==> src/rtl/clk_meas_pkg.sv <==
// Shared definitions for the divided-clock meter: FSM encoding and default sizing.
package clk_meas_pkg;

    typedef enum logic [1:0] {
        IDLE      = 2'd0,
        WAIT_RISE = 2'd1,
        MEASURE   = 2'd2,
        DONE      = 2'd3
    } state_t;

    localparam int          DEF_CNT_W       = 16;
    localparam int unsigned DEF_TIMEOUT_CYC = 32'h0000_FFFF;

endpackage

==> src/rtl/sync_edge_det.sv <==
// Multi-flop synchroniser for an asynchronous level, followed by a history flop
// that turns the synchronised level into single-cycle rise/fall pulses.
module sync_edge_det #(
    parameter int STAGES = 2
) (
    input  logic clk_in,
    input  logic reset,
    input  logic sig_in,
    output logic rise_det,
    output logic fall_det
);

    logic [STAGES-1:0] sync_q, sync_d;
    logic              hist_q, hist_d;

    // Shift the raw input through the synchroniser chain and keep last level.
    always_comb begin
        sync_d = {sync_q[STAGES-2:0], sig_in};
        hist_d = sync_q[STAGES-1];
    end

    // Synchroniser and history registers.
    always_ff @(posedge clk_in) begin
        if (reset) begin
            sync_q <= '0;
            hist_q <= 1'b0;
        end else begin
            sync_q <= sync_d;
            hist_q <= hist_d;
        end
    end

    assign rise_det =  sync_q[STAGES-1] & ~hist_q;
    assign fall_det = ~sync_q[STAGES-1] &  hist_q;

endmodule

==> src/rtl/clk_div_meter.sv <==
// Measures period and high time of a slow clock in fast-clock cycles.
// One-shot on start, or back-to-back (every other period) while cont is high.
module clk_div_meter
    import clk_meas_pkg::*;
#(
    parameter int          CNT_W       = DEF_CNT_W,
    parameter int unsigned TIMEOUT_CYC = DEF_TIMEOUT_CYC,
    parameter int          SYNC_STAGES = 2
) (
    input  logic             clk_in,
    input  logic             reset,
    input  logic             sig_in,
    input  logic             start,
    input  logic             cont,
    output logic [CNT_W-1:0] period,
    output logic [CNT_W-1:0] high_time,
    output logic             valid,
    output logic             timeout,
    output logic             busy
);

    localparam logic [CNT_W-1:0] ONE    = CNT_W'(1);
    localparam logic [CNT_W-1:0] TO_LIM = CNT_W'(TIMEOUT_CYC);
    localparam logic [CNT_W-1:0] TO_M1  = CNT_W'(TIMEOUT_CYC - 1);

    logic rise_det, fall_det;

    state_t           state_q, state_d;
    logic [CNT_W-1:0] tcnt_q, tcnt_d;
    logic [CNT_W-1:0] pcnt_q, pcnt_d;
    logic [CNT_W-1:0] hcnt_q, hcnt_d;
    logic             seen_fall_q, seen_fall_d;
    logic [CNT_W-1:0] period_q, period_d;
    logic [CNT_W-1:0] high_q, high_d;
    logic             timeout_q, timeout_d;

    sync_edge_det #(
        .STAGES (SYNC_STAGES)
    ) u_sync (
        .clk_in   (clk_in),
        .reset    (reset),
        .sig_in   (sig_in),
        .rise_det (rise_det),
        .fall_det (fall_det)
    );

    // Next-state and counter/result update for the measurement FSM.
    always_comb begin
        state_d     = state_q;
        tcnt_d      = tcnt_q;
        pcnt_d      = pcnt_q;
        hcnt_d      = hcnt_q;
        seen_fall_d = seen_fall_q;
        period_d    = period_q;
        high_d      = high_q;
        timeout_d   = timeout_q;

        case (state_q)
            IDLE: begin
                if (start) begin
                    timeout_d = 1'b0;
                end
                if (start || cont) begin
                    state_d = WAIT_RISE;
                    tcnt_d  = '0;
                end
            end

            WAIT_RISE: begin
                if (rise_det) begin
                    state_d     = MEASURE;
                    pcnt_d      = ONE;
                    hcnt_d      = '0;
                    seen_fall_d = 1'b0;
                end else if (tcnt_q == TO_M1) begin
                    state_d   = IDLE;
                    timeout_d = 1'b1;
                end else begin
                    tcnt_d = tcnt_q + ONE;
                end
            end

            MEASURE: begin
                if (rise_det) begin
                    state_d  = DONE;
                    period_d = pcnt_q;
                    high_d   = seen_fall_q ? hcnt_q : '0;
                end else if (pcnt_q >= TO_LIM) begin
                    // Abort keeps the previous results visible.
                    state_d   = IDLE;
                    timeout_d = 1'b1;
                end else begin
                    if (pcnt_q != '1) begin
                        pcnt_d = pcnt_q + ONE;
                    end
                    if (fall_det && !seen_fall_q) begin
                        hcnt_d      = pcnt_q;
                        seen_fall_d = 1'b1;
                    end
                end
            end

            DONE: begin
                // The rise that closed MEASURE is consumed; wait for the next one.
                state_d = cont ? WAIT_RISE : IDLE;
                tcnt_d  = '0;
            end

            default: state_d = IDLE;
        endcase
    end

    // State, counter and result registers.
    always_ff @(posedge clk_in) begin
        if (reset) begin
            state_q     <= IDLE;
            tcnt_q      <= '0;
            pcnt_q      <= '0;
            hcnt_q      <= '0;
            seen_fall_q <= 1'b0;
            period_q    <= '0;
            high_q      <= '0;
            timeout_q   <= 1'b0;
        end else begin
            state_q     <= state_d;
            tcnt_q      <= tcnt_d;
            pcnt_q      <= pcnt_d;
            hcnt_q      <= hcnt_d;
            seen_fall_q <= seen_fall_d;
            period_q    <= period_d;
            high_q      <= high_d;
            timeout_q   <= timeout_d;
        end
    end

    assign period    = period_q;
    assign high_time = high_q;
    assign timeout   = timeout_q;
    assign valid     = (state_q == DONE);
    assign busy      = (state_q == WAIT_RISE) || (state_q == MEASURE);

endmodule
==> config.mk <==
export PLATFORM = sky130hd
export DESIGN_NAME = clk_div_meter
export DESIGN_NICKNAME = d
export VERILOG_FILES = /design/src/rtl/clk_meas_pkg.sv /design/src/rtl/sync_edge_det.sv /design/src/rtl/clk_div_meter.sv
export SDC_FILE = /design/constraint.sdc
export NUM_CORES = 1
export LEC_CHECK = 0
export ABC_AREA = 1
export CAP_MARGIN = 20
export CORE_MARGIN = 1.5
export CORE_UTILIZATION = 35
export CTS_CLUSTER_SIZE = 20
export DETAILED_ROUTE_END_ITERATION = 10
export REMOVE_ABC_BUFFERS = 1
export SYNTH_ARGS = -nofsm -noshare
export SYNTH_HDL_FRONTEND = slang
export SYNTH_SLANG_ARGS = --single-unit
==> constraint.sdc <==
create_clock -name clk_in -period 2.2 [get_ports clk_in]
set_input_delay 0.66 -clock clk_in [delete_from_list [all_inputs] [get_ports clk_in]]
set_output_delay 0.66 -clock clk_in [all_outputs]
set_load 0.05 [all_outputs]
==> results.tsv <==
metric	value	unit
Area contributors post-synth	dfxtp_1 (39%), nand2_1 (15%), a21oi_1 (8.8%), nand3_1 (7.9%), inv_1 (5.9%)	
VDD IR-drop max	0.5105	mV
worst hold stages	2	
Global Route Usage Sum	16.78	%
H-tree levels	3	
Via density	4.854	
setup TNS	0	ns
slowest stage cell on the critical path	clkdlybuf4s50_1	
leakage	2.123	nW
number of max-cap violations	0	
top cell type by total area after synthesis	dfxtp_1	
share of power burned in registers	37.3	%
fin crit share	97.50	%
RD Place Congestion	0.8749	
total power	5.252	mW
synth warn	0	
Non-Filler Instances	865	
Crit Path Class	register to output pin	
Int Power	3.193	mW
standard-cell rows	40	
Initial DRC Count	257	
Hold Path Sink	u_sync.sync_q[1]$_SDFF_PP0_	
reg2reg start	pcnt_q[0]$_SDFFE_PP0P_	
first-pass GRT wire length	17930	um
Comb pwr share	34.4	%
clk_skew	0.01090	ns
worst path cell trace	clkdlybuf4s50_1	
Top delay family on crit path	buffers and inverters	
Worst setup SP type	register	
setup violation total in the final timing report	0	
DIE AREA	13350	sq um
Mapped Avg Cell Area	6.658	sq um
critical path arrival	1.48	ns
Final #Nets	710	
Clock Tree Root	clkbuf_16	
largest net degree at the start of global routing	63	
Layout fillers	1292	
share of layout cells above drive strength 1	8.321	%
Routed WL per cell	12.35	um
Residual DRC	0	
port buffer count	39	
Die Span X	115.6	um
#FFs+latches synth	87	
sw frac	39.20	%
DP Wirelength	7202	um
TritonRoute pass-1 iters	4	
RSZ-0062 raised after global routing	false	
Worst R2R Path Depth	9	
sw power	2.059	mW
minimum clock period	2.145	ns
die span in y	115.6	um
CTS Buf Count	9	
CTS tree	done	
Req. time, crit path	1.54	ns
buffers plus inverters on the worst setup path	1	
register area share after synthesis	39.28	%
Sinks on Clock Net	87	
Synth Cell Area	4434	sq um
Placed Cells	852	
CTS Hold Bufs	0	
drt total wl	10680	um
critical-path maximum fanout	2	
synthesized instance count	666	
area of the core	12160	sq um
Worst setup EP type	output pin	
Syn-to-layout area delta	19.05	%
hold crit path type	register to register	
Worst slew margin	55.86	%
status	finished clean	
ANT cells	0	
R2R Path End	pcnt_q[3]$_SDFFE_PP0P_	
final count of hold timing violations	0	
Reg clk slew, reported paths	0.06	ns
Clk pwr share	28.2	%
top-area cell type share of the netlist area	39.28	%
grt ovf	0	
Initial Util	36.46	%
Final Max Tran Viols	0	
total number of vias	4199	
IO Pins	40	
antenna violations before repair	0	
Skew-Pair Late Insertion Delay	0.35	ns
Antenna Nets Post-Route	0	
flop-to-flop setup slack	0.30	ns
CP max stage delay	0.80	ns
Clock Path Buffers	2	
actual slew at the worst max-slew pin	0.6620	ns
vias in the first global route	3813	
Hold Path Origin	u_sync.sync_q[0]$_SDFF_PP0_	
Max Clk Rate	466.2	MHz
power density over the cells	994.9	nW/um^2
Distinct cells, synth	28	
[how the worst max path moves through the flow]
| stage | from | end | cells past startpoint |
|---|---|---|---|
| floorplan | state_q[0]$_SDFFE_PP0P_ | pcnt_q[11]$_SDFFE_PP0P_ | 9 |
| global placement | cont | tcnt_q[5]$_SDFFE_PP0P_ | 9 |
| detailed placement | start | tcnt_q[0]$_SDFFE_PP0P_ | 9 |
| CTS | high_time[12]$_SDFFE_PP0P_ | high_time[12] | 1 |
| global route | high_time[5]$_SDFFE_PP0P_ | high_time[5] | 1 |
| finish | high_time[10]$_SDFFE_PP0P_ | high_time[10] | 1 |
[registers in the layout, indices dropped and copies added, names as in the netlist]
register / cells
high_time: 16
seen_fall_q: 1
hcnt_q: 16
u_sync.hist_q: 1
tcnt_q: 16
period: 16
state_q: 2
pcnt_q: 16
u_sync.sync_q: 2
timeout: 1
[cells in the mapped netlist]
master and number:
a21oi_1 78, a21oi_2 1, a31oi_1 2, and2_1 1
buf_1 5, buf_2 10, buf_6 4, clkbuf_1 17
clkbuf_2 1, clkinv_1 1, dfxtp_1 87, ha_1 10
inv_1 70, inv_2 4, nand2_1 178, nand2_2 4
nand2_4 4, nand3_1 70, nand3_2 2, nand3_4 1
nand4_1 23, nor2_1 63, nor2_4 1, nor3_1 7
o21ai_0 15, o21bai_1 3, xnor2_1 2, xor2_1 2
[stage by stage]
stage	hold slack [ns]	setup slack [ns]	utilization, %	area, sq um
global route	0.4334	0.007443	43.41	5279
detailed placement	0.4030	-0.005656	41.09	4997
CTS	0.4140	0.02085	43.34	5271
floorplan	0.3883	-0.6519	-	4252
finish	0.4095	0.05503	43.41	5279
global placement	0.3984	0.06411	41.09	4997
[repair_timing]
item	4_1_cts	5_1_grt
setup buffers	0	0
setup endpoints to repair	0	12
gates resized for setup	0	3
[layout by cell type, fill, tap and decap left out, drive strengths merged]
cell type      instances
buf                   26
ha                    10
clkdlybuf4s50         27
clkbuf                 9
inv                   75
nand3                 73
xnor2                  2
dlymetal6s2s           2
bufinv                 1
a31oi                  2
and2                   1
nor3                   7
a21oi                 79
xor2                   2
o21bai                 3
nand4                 23
nor2                  64
nand2                186
o21ai                 15
dfxtp                 87
clkinv                 3
[logic make-up (layout without fill, tap and decap cells)]
| kind of cell | Yosys count | count (layout) | share of synthesized area, % |
|---|---|---|---|
| xor gates and xnor gates | 4 | 4 | 0.7902 |
| and+or+nand+nor | 354 | 354 | 35.16 |
| buffers and inverters | 112 | 143 | 10.47 |
| DFF | 87 | 87 | 39.28 |
| AOI/OAI and AO/OA | 99 | 99 | 11.48 |
| adders and majority gates | 10 | 10 | 2.822 |
[power groups by stage]
stage	combinational, mW	clock (mW)	sequential, mW
finish	1.81	1.48	1.96
detailed placement	1.80	0	1.99
floorplan	1.21	0	1.96
CTS	1.81	1.52	1.95
global placement	1.77	0	1.98
global route	2.04	1.57	1.99
[final cells by class]
cell class / count / area [sq um] / share of cell area (%)
well taps: 168 / 210.2 / 3.982
flip-flops and latches: 87 / 1742 / 32.99
inverters: 75 / 281.5 / 5.333
repair buffers: 55 / 538.0 / 10.19
clock inverters: 4 / 48.80 / 0.9244
clock buffers: 9 / 225.2 / 4.266
multi-input cells: 467 / 2233 / 42.31
[metal layers]
metal	vias to the layer above	share of wire, %	track usage (%)
li1	2202	-	-
met1	1907	47	20.14
met2	79	48	29.39
met3	11	4.1	4.655
met4	0	1.1	4.774
met5	-	0	0
No activity file was read; power rests on OpenSTA's default activity.
